File: src/rtl/hyp_pkg.sv
// Shared constants and FSM state type for the hypotenuse error-metric blocks.
// No logic; latency and backpressure are not applicable.
package hyp_pkg;
  localparam int HYP_WIDTH = 128;
  localparam int HYP_CNT_W = 20;
  localparam int HYP_ACC_W = 160;

  typedef enum logic [1:0] {
    ST_IDLE = 2'd0,
    ST_RUN  = 2'd1,
    ST_DONE = 2'd2
  } hyp_state_e;
endpackage

File: src/rtl/hyp_err_acc_if.sv
// Approx/exact sample stream: a transfer happens on in_valid && in_ready.
// No latency; the only backpressure is in_ready from the slave.
interface hyp_err_acc_if #(
  parameter int WIDTH = hyp_pkg::HYP_WIDTH
) ();
  logic             in_valid;
  logic             in_ready;
  logic [WIDTH-1:0] approx;
  logic [WIDTH-1:0] exact;

  modport master (output in_valid, output approx, output exact, input in_ready);
  modport slave  (input in_valid, input approx, input exact, output in_ready);
endinterface

File: src/rtl/hyp_absdiff.sv
// Unsigned |a-b| without wrap plus an inequality flag.
// Purely combinational (zero latency); no backpressure.
module hyp_absdiff #(
  parameter int WIDTH = hyp_pkg::HYP_WIDTH
) (
  input  logic [WIDTH-1:0] i_a,
  input  logic [WIDTH-1:0] i_b,
  output logic [WIDTH-1:0] o_diff,
  output logic             o_ne
);
  always_comb begin
    o_diff = (i_a >= i_b) ? (i_a - i_b) : (i_b - i_a);
    o_ne   = (i_a != i_b);
  end
endmodule

File: src/rtl/hyp_err_acc.sv
// Accumulates error count, max |err| and saturating sum |err| over a programmed run.
// Latency 2 cycles transfer-to-stats, done one cycle later; backpressure via registered in_ready only.
module hyp_err_acc
  import hyp_pkg::*;
#(
  parameter int WIDTH = HYP_WIDTH,
  parameter int ACC_W = HYP_ACC_W,
  parameter int CNT_W = HYP_CNT_W
) (
  input  logic             clk,
  input  logic             rst_n,
  input  logic             start,
  input  logic [CNT_W-1:0] num_samples,
  hyp_err_acc_if.slave     s_if,
  output logic             busy,
  output logic             done,
  output logic [CNT_W-1:0] err_count,
  output logic [WIDTH-1:0] max_err,
  output logic [ACC_W-1:0] sum_err,
  output logic             sat
);

  hyp_state_e       r_state;
  hyp_state_e       w_state_nxt;
  logic [CNT_W-1:0] r_num;
  logic [CNT_W-1:0] r_accepted;
  logic [CNT_W-1:0] r_processed;
  logic             r_in_ready;
  logic             r_s1_vld;
  logic             r_s1_ne;
  logic [WIDTH-1:0] r_s1_diff;
  logic [CNT_W-1:0] r_err_count;
  logic [WIDTH-1:0] r_max_err;
  logic [ACC_W-1:0] r_sum_err;
  logic             r_sat;

  logic [WIDTH-1:0] w_diff;
  logic             w_ne;
  logic             w_xfer;
  logic             w_start_ok;
  logic [CNT_W-1:0] w_num_nxt;
  logic [CNT_W-1:0] w_acc_nxt;
  logic [ACC_W:0]   w_sum;

  hyp_absdiff #(.WIDTH(WIDTH)) u_absdiff (
    .i_a    (s_if.approx),
    .i_b    (s_if.exact),
    .o_diff (w_diff),
    .o_ne   (w_ne)
  );

  assign w_xfer     = s_if.in_valid && r_in_ready;
  assign w_start_ok = start && (r_state != ST_RUN);
  assign w_num_nxt  = w_start_ok ? num_samples : r_num;
  assign w_acc_nxt  = w_start_ok ? '0 : (r_accepted + CNT_W'(w_xfer));
  // One spare bit catches the carry out that signals saturation.
  assign w_sum      = {1'b0, r_sum_err} + {{(ACC_W + 1 - WIDTH){1'b0}}, r_s1_diff};

  always_ff @(posedge clk or negedge rst_n) begin
    if (!rst_n) r_state <= ST_IDLE;
    else        r_state <= w_state_nxt;
  end

  always_comb begin
    w_state_nxt = r_state;
    case (r_state)
      ST_IDLE, ST_DONE: begin
        if (start) w_state_nxt = (num_samples == '0) ? ST_DONE : ST_RUN;
      end
      ST_RUN: begin
        // processed only reaches num once every sample has left stage 2
        if (r_processed == r_num) w_state_nxt = ST_DONE;
      end
      default: w_state_nxt = ST_IDLE;
    endcase
  end

  always_ff @(posedge clk or negedge rst_n) begin
    if (!rst_n) begin
      r_num      <= '0;
      r_accepted <= '0;
      r_in_ready <= 1'b0;
      r_s1_vld   <= 1'b0;
      r_s1_ne    <= 1'b0;
      r_s1_diff  <= '0;
    end else begin
      r_num      <= w_num_nxt;
      r_accepted <= w_acc_nxt;
      r_in_ready <= (w_state_nxt == ST_RUN) && (w_acc_nxt < w_num_nxt);
      r_s1_vld   <= w_xfer;
      if (w_xfer) begin
        r_s1_diff <= w_diff;
        r_s1_ne   <= w_ne;
      end
    end
  end

  always_ff @(posedge clk or negedge rst_n) begin
    if (!rst_n) begin
      r_processed <= '0;
      r_err_count <= '0;
      r_max_err   <= '0;
      r_sum_err   <= '0;
      r_sat       <= 1'b0;
    end else if (w_start_ok) begin
      r_processed <= '0;
      r_err_count <= '0;
      r_max_err   <= '0;
      r_sum_err   <= '0;
      r_sat       <= 1'b0;
    end else if (r_s1_vld) begin
      r_processed <= r_processed + 1'b1;
      r_err_count <= r_err_count + CNT_W'(r_s1_ne);
      if (r_s1_diff > r_max_err) r_max_err <= r_s1_diff;
      if (w_sum[ACC_W]) begin
        r_sum_err <= '1;
        r_sat     <= 1'b1;
      end else begin
        r_sum_err <= w_sum[ACC_W-1:0];
      end
    end
  end

  assign s_if.in_ready = r_in_ready;
  assign busy          = (r_state == ST_RUN);
  assign done          = (r_state == ST_DONE);
  assign err_count     = r_err_count;
  assign max_err       = r_max_err;
  assign sum_err       = r_sum_err;
  assign sat           = r_sat;

endmodule

File: src/flat_wrapper.sv
// flat-port wrapper written by rule: the top's interface ports become plain ports
module hyp_err_acc_flat import hyp_pkg::*;
#(
  parameter int WIDTH = HYP_WIDTH,
  parameter int ACC_W = HYP_ACC_W,
  parameter int CNT_W = HYP_CNT_W
)
  (clk, rst_n, start, num_samples, busy, done, err_count, max_err, sum_err, sat, s_if_in_valid, s_if_approx, s_if_exact, s_if_in_ready);
  hyp_err_acc_if #(.WIDTH(WIDTH)) s_if_i ();
  input  logic clk;
  input  logic rst_n;
  input  logic start;
  input  logic [CNT_W-1:0] num_samples;
  output logic busy;
  output logic done;
  output logic [CNT_W-1:0] err_count;
  output logic [WIDTH-1:0] max_err;
  output logic [ACC_W-1:0] sum_err;
  output logic sat;
  input wire logic [$bits(s_if_i.in_valid)-1:0] s_if_in_valid;
  input wire logic [$bits(s_if_i.approx)-1:0] s_if_approx;
  input wire logic [$bits(s_if_i.exact)-1:0] s_if_exact;
  output wire logic [$bits(s_if_i.in_ready)-1:0] s_if_in_ready;
  assign s_if_i.in_valid = s_if_in_valid;
  assign s_if_i.approx = s_if_approx;
  assign s_if_i.exact = s_if_exact;
  assign s_if_in_ready = s_if_i.in_ready;
  hyp_err_acc #(.WIDTH(WIDTH), .ACC_W(ACC_W), .CNT_W(CNT_W)) u_core (.clk(clk), .rst_n(rst_n), .start(start), .num_samples(num_samples), .s_if(s_if_i), .busy(busy), .done(done), .err_count(err_count), .max_err(max_err), .sum_err(sum_err), .sat(sat));
endmodule
File: config.mk
export PLATFORM = sky130hd
export DESIGN_NAME = hyp_err_acc_flat
export DESIGN_NICKNAME = d
export VERILOG_FILES = /design/src/rtl/hyp_pkg.sv /design/src/rtl/hyp_err_acc_if.sv /design/src/rtl/hyp_absdiff.sv /design/src/rtl/hyp_err_acc.sv /design/src/flat_wrapper.sv
export SDC_FILE = /design/constraint.sdc
export NUM_CORES = 2
export LEC_CHECK = 0
export ABC_AREA = 1
export CORE_MARGIN = 3
export CORE_UTILIZATION = 45
export DETAILED_ROUTE_END_ITERATION = 16
export GPL_TIMING_DRIVEN = 0
export HOLD_SLACK_MARGIN = 0.03
export SKIP_CTS_REPAIR_TIMING = 1
export SLEW_MARGIN = 20
export SYNTH_ARGS = -nofsm -noshare
export SYNTH_HDL_FRONTEND = slang
export SYNTH_HIERARCHICAL = 1
export SYNTH_SLANG_ARGS = --single-unit
export TNS_END_PERCENT = 30
File: constraint.sdc
create_clock -name clk -period 3.9 [get_ports clk]
set_clock_uncertainty 0.1 [all_clocks]
set_input_delay 0.78 -clock clk [delete_from_list [all_inputs] [get_ports clk]]
set_output_delay 0.78 -clock clk [all_outputs]
set_load 0.01 [all_outputs]
## Word level (Yosys, flattened, before mapping)

Cells that the tools add are included.

- Multiplexer cells: 20
- $lt $le $gt $ge: 3
- Reduce and logical (&&, ||, !) cells: 11
- Equality and inequality tests: 6
- $add $sub $neg: 6

Operator list:

| operator | number |
|---|---|
| 2-to-1 mux 128 bit | 4 |
| 2-to-1 mux 160 bit | 3 |
| subtractor 128 bit | 2 |
| adder 160 x 128 -> 161 bit | 1 |
| greater-or-equal comparator 128 bit | 1 |
| greater-than comparator 128 bit | 1 |
| != test 128 bit | 1 |
| 2-to-1 mux 20 bit | 6 |
| adder 20 x 1 -> 20 bit | 2 |
| adder 20 x 1 -> 20 bit, second input constant | 1 |
| equality test 20 bit | 1 |
| logical NOT 20 bit | 1 |
| less-than comparator 20 bit | 1 |
| 2-to-1 mux 2 bit | 3 |
| nonzero test 2 bit | 3 |
| equality test 2 x 1 -> 1 bit, second input constant | 2 |
| case mux 2 bit (2 select lines) | 1 |
| AND reduction 2 bit | 2 |
| logical AND 1 bit | 3 |
| 2-to-1 mux 1 bit | 3 |
| equality test 2 bit, second input constant | 1 |
| logical NOT 2 bit | 1 |
| != test 2 x 1 -> 1 bit, second input constant | 1 |
| OR reduction 2 bit | 1 |

- Register bits after elaboration: 502
- Logic and storage cells: 58

## Logic depth before layout (Yosys ltp)

- Depth in word-level cells: 6
- Gate-level depth with buffers: 25
- Mapped depth without buffers: 24

## Modules after synthesis

Netlist, hierarchy kept.

Modules (own cells, without submodules):

| module | sequential area each (um^2) | cells each | instances | area an instance (um^2) |
|---|---|---|---|---|
| hyp_err_acc | 12562.0 | 6215 | 1 | 39306.4 |
| hyp_absdiff | 0.0 | 6192 | 1 | 27671.5 |

## Least setup slack after synthesis

No wires, ideal clock.

- Kind: input to register
- Start point: input s_if_in_valid
- End point: register u_core.r_in_ready (netlist: u_core/s_if.in_ready)
- Cell stages on the path: 24
- Path slack: 0.090 ns
- Data arrival time: 3.594 ns
- Cells stage by stage: nand2_1 > clkinv_1 > clkbuf_1 > ha_1 > ha_1 > nand3_1 > nor2_1 > nand2_1 > nor2_1 > nand2_1 > nor2_1 > nand4_1 > nor2_1 > nand3_1 > o21ai_0 > nor2_1 > ha_1 > nand2_1 > inv_1 > nand3_1 > nor3_1 > nand3_1 > nand2_1 > nor2_1

- Longest elaborated chain between the ends: 5

RTL lines:

| what | RTL line | source |
|---|---|---|
| start, declared | flat_wrapper.sv:20 | `input wire logic [$bits(s_if_i.in_valid)-1:0] s_if_in_valid;` |
| logical AND 1 bit | hyp_err_acc.sv:52 | `assign w_xfer = s_if.in_valid && r_in_ready;` |
| named net u_core.w_xfer | hyp_err_acc.sv:39 | `logic w_xfer;` |
| adder 20 x 1 -> 20 bit | hyp_err_acc.sv:55 | `assign w_acc_nxt = w_start_ok ? '0 : (r_accepted + CNT_W'(w_xfer));` |
| 2-to-1 mux 20 bit | hyp_err_acc.sv:55 |  |
| named net u_core.w_acc_nxt[18] | hyp_err_acc.sv:42 | `logic [CNT_W-1:0] w_acc_nxt;` |
| less-than comparator 20 bit | hyp_err_acc.sv:89 | `r_in_ready <= (w_state_nxt == ST_RUN) && (w_acc_nxt < w_num_nxt);` |
| logical AND 1 bit | hyp_err_acc.sv:89 |  |
| end signal, assigned | hyp_err_acc.sv:89 |  |
| end, declared | hyp_err_acc.sv:28 | `logic r_in_ready;` |

The timed path passes the listed nets, and every way through them passes these cells.
A chain may end at the register's enable or synchronous reset.

## Worst setup path after layout

- Start point: register u_core.r_in_ready (netlist: u_core/s_if.in_ready)
- End point: register u_core.r_in_ready (netlist: u_core/s_if.in_ready)

- Longest elaborated chain between the ends: 5

RTL lines:

| what | RTL line |
|---|---|
| logical AND 1 bit | hyp_err_acc.sv:52 |
| named net u_core.w_xfer | hyp_err_acc.sv:39 |
| adder 20 x 1 -> 20 bit | hyp_err_acc.sv:55 |
| 2-to-1 mux 20 bit | hyp_err_acc.sv:55 |
| named net u_core.w_acc_nxt[18] | hyp_err_acc.sv:42 |
| less-than comparator 20 bit | hyp_err_acc.sv:89 |
| logical AND 1 bit | hyp_err_acc.sv:89 |

The timed path passes the listed nets, and every way through them passes these cells.

==> out/summary.txt <==
post-synth top area share - 30.2%
CP max FO - 4
Ports - 592
grt ovf - 0
setup ws final - -0.0274 ns
GP Congestion - 1.13
met2 GRT Util - 70.2%
final hold viol count - 0
Core Rows - 140
largest family of logic cells by synthesized area - simple AND/OR/NAND/NOR gates
vias in the first global route - 76800
Worst Hold Slack - 0.407 ns
# port buffers - 591
max cap viols - 0
initial antenna violation count - 14
synthesized instance count - 12400
Seq/Total Area, Yosys - 18.8%
slowest stage cell, crit path - dfrtp_1
worst relative slew slack - 21.9%
Synth async-reset ratio - 100%
Syn Area/Cell - 5.40 sq um
initial core utilization - 45.6%
largest net degree at the start of global routing - 103
Final Setup Violations - 2
first-pass GRT wire length - 498 mm
vias per cell - 5.50
measured slew at the worst slew-check pin - 1.17 ns
Yosys reg bits - 502
status - complete, but fails checks
Main synth FF type - dfrtp_1
M1 GR Usage - 52.6%
Adder-Cell Fraction of Synth Area - 10.1%
WL/cell - 23.6 um
Crit Path Class - reg -> reg
CTS tree - built
Design Power - 45.2 mW
fin util - 53.1%
Iter 0 DRT Violations - 9574
DRT Pass-1 Iters - 10
multiplexer area fraction after synthesis - 0%
Syn. warnings - 6
Post-DP HPWL - 304 mm
FMAX - 255 MHz
Post-Syn Nets - 13200
number of enable flip-flop cells after synthesis - 0
xor and xnor area share after synthesis - 1.83%
Total GRT Usage - 44.4%
Die W - 392 um
Longest Clk Path Bufs - 3
violated checks - setup timing
vias - 82700
Area Growth Syn to Fin - 16.4%
DRT Wirelength - 355 mm
Power Dens Cells - 580 nW/um^2
compound-cell area share of the yosys netlist - 6.79%
Setup crit start kind - flop
Synth area leaders - nand2_1, dfrtp_1, inv_1
die height - 392 um
cells along the critical path - nand2_4, clkinvlp_4, buf_12, ha_4, ha_4, nand3_2, nor2_2, nand2_1, nor2_4, nand2_2, nor2_4, nand4_1, nor2_2, nand3_2, o21ai_2, nor2_2, ha_1, nand2_1, inv_1, nand3_2, nor3_4, nand3_2, nand2_4, nor2_2
fin nets - 13900
grt peak-use layer - met2
total CTS buffers - 53
synth unique cells - 55
Clock Latency Late Sink - 0.67 ns
drt drc - 0
placed cells - 14900
slowest stage delay, CP - 0.39 ns
leak pwr - 46.3 nW
fin crit share - 101%
RSZ-0062 raised after global routing - yes
IR drop worst, VDD - 0.476 mV
die area - 154000 sq um
CP endpoint kind - flop
Core Box Area - 147000 sq um
met3 GRT Util - 7.29%
CP arrival - 4.38 ns
Hold Crit Class - reg -> reg
simple-gate share of the synthesized area - 46.4%
mapped cell area - 67000 sq um
Clock Root Buffer - clkbuf_16
Max Slew Vio Count - 0
H-tree depth - 2
clock transition at the registers of the reported paths - 0.07 ns
area leader, netlist - nand2_1
Req. time, crit path - 4.36 ns
min Tclk post-route - 3.93 ns
non-filler cells, final - 15000
layout cells sized above 1 - 4.61%
Sink Count - 502
DRT antenna net count - 0
==> power breakdown <==
group | total, mW | switching (mW) | internal, mW | leakage (nW)
Clock | 5.32 | 2.38 | 2.94 | 0.849
Sequential | 10.3 | 3.27 | 6.98 | 6.52
Combinational | 29.7 | 20.1 | 9.52 | 39.0
==> final timing paths <==
| path | slack, ns | start | cells past startpoint | to |
|---|---|---|---|---|
| worst min-delay path | 0.41 | u_core/r_processed[19] | 1 | u_core/r_processed[19] |
| worst max-delay path | -0.03 | u_core/s_if.in_ready | 24 | u_core/s_if.in_ready |
| min in group asynchronous | 0.59 | rst_n | 2 | u_core/r_accepted[8] |
| worst min register to register | 0.41 | u_core/r_processed[19] | 1 | u_core/r_processed[19] |
| worst max register to register | -0.03 | u_core/s_if.in_ready | 24 | u_core/s_if.in_ready |
| max in group asynchronous | 1.32 | rst_n | 5 | u_core/max_err[112] |
==> critical path: cells and delay by family (launching register included) <==
kind | cells | cell delay, ns
compound gates | 1 | 0.16
fa+ha+maj | 3 | 0.58
buf+inv | 3 | 0.39
flops | 1 | 0.39
simple gates | 17 | 2.18
==> placed cells by master, fill, tap and decap left out, types with 192 or more instances in the layout <==
cell type / Yosys / routed
nand4_1: 216 / 216
a21oi_1: 513 / 509
dfrtp_1: 502 / 501
o21ai_0: 193 / 192
nand2_1: 5395 / 5363
inv_1: 2515 / 2514
nand3_1: 764 / 754
clkdlybuf4s50_1: 0 / 589
ha_1: 535 / 503
nor2_1: 852 / 801
==> flip-flops by register name, indices dropped and copies added, names as in the netlist <==
register	count
u_core/err_count	20
u_core/max_err	128
u_core/r_accepted	20
u_core/r_num	20
u_core/r_processed	20
u_core/r_s1_diff	128
u_core/r_s1_ne	1
u_core/r_s1_vld	1
u_core/r_state	2
u_core/s_if.in_ready	1
u_core/sat	1
u_core/sum_err	160
==> metal layers <==
metal  vias up  wire [um]
met5         -         34
met4         4      37800
met3      1156      35000
met2      4922     153000
met1     37700     130000
li1      38900          -
==> layout make-up <==
class	instances	area (sq um)
Inverter	2536	9520
Multi-Input combinational cell	9110	44100
Sequential cell	502	12600
Fill cell	15300	68800
Timing Repair Buffer	609	6210
Clock buffer	65	1420
Tap cell	1917	2400
Buffer	259	1390
Antenna cell	9	22.5
Clock inverter	27	322
==> synth_stat cells (64+ instances only) <==
master,number
nand3_1,764
dfrtp_1,502
nand2_1,5395
ha_1,535
xor2_1,133
o21ai_0,193
a21oi_1,513
buf_2,82
nand4_1,216
inv_1,2515
nor2_1,852
nor3_1,89
clkbuf_1,101
or2_2,64
==> kinds of logic after synthesis <==
kind of cell,count (synthesis)
xor gates and xnor gates,140
DFF,502
adders and majority gates,538
AOI/OAI and AO/OA,842
buffers and inverters,2795
and+or+nand+nor,7590
==> metrics by stage <==
stage                     TNS [ns]  worst slack [ns]  area [sq um]
after floorplan                  0            0.0903         67000
after global placement           -            -20.69         75300
after CTS                   -26.11             -1.19         77200
final                      -0.0323           -0.0274         78000
after global routing        -0.370            -0.206         78000
after detailed placement   -104.42             -1.79         75500
No activity file was read; power rests on OpenSTA's default activity.
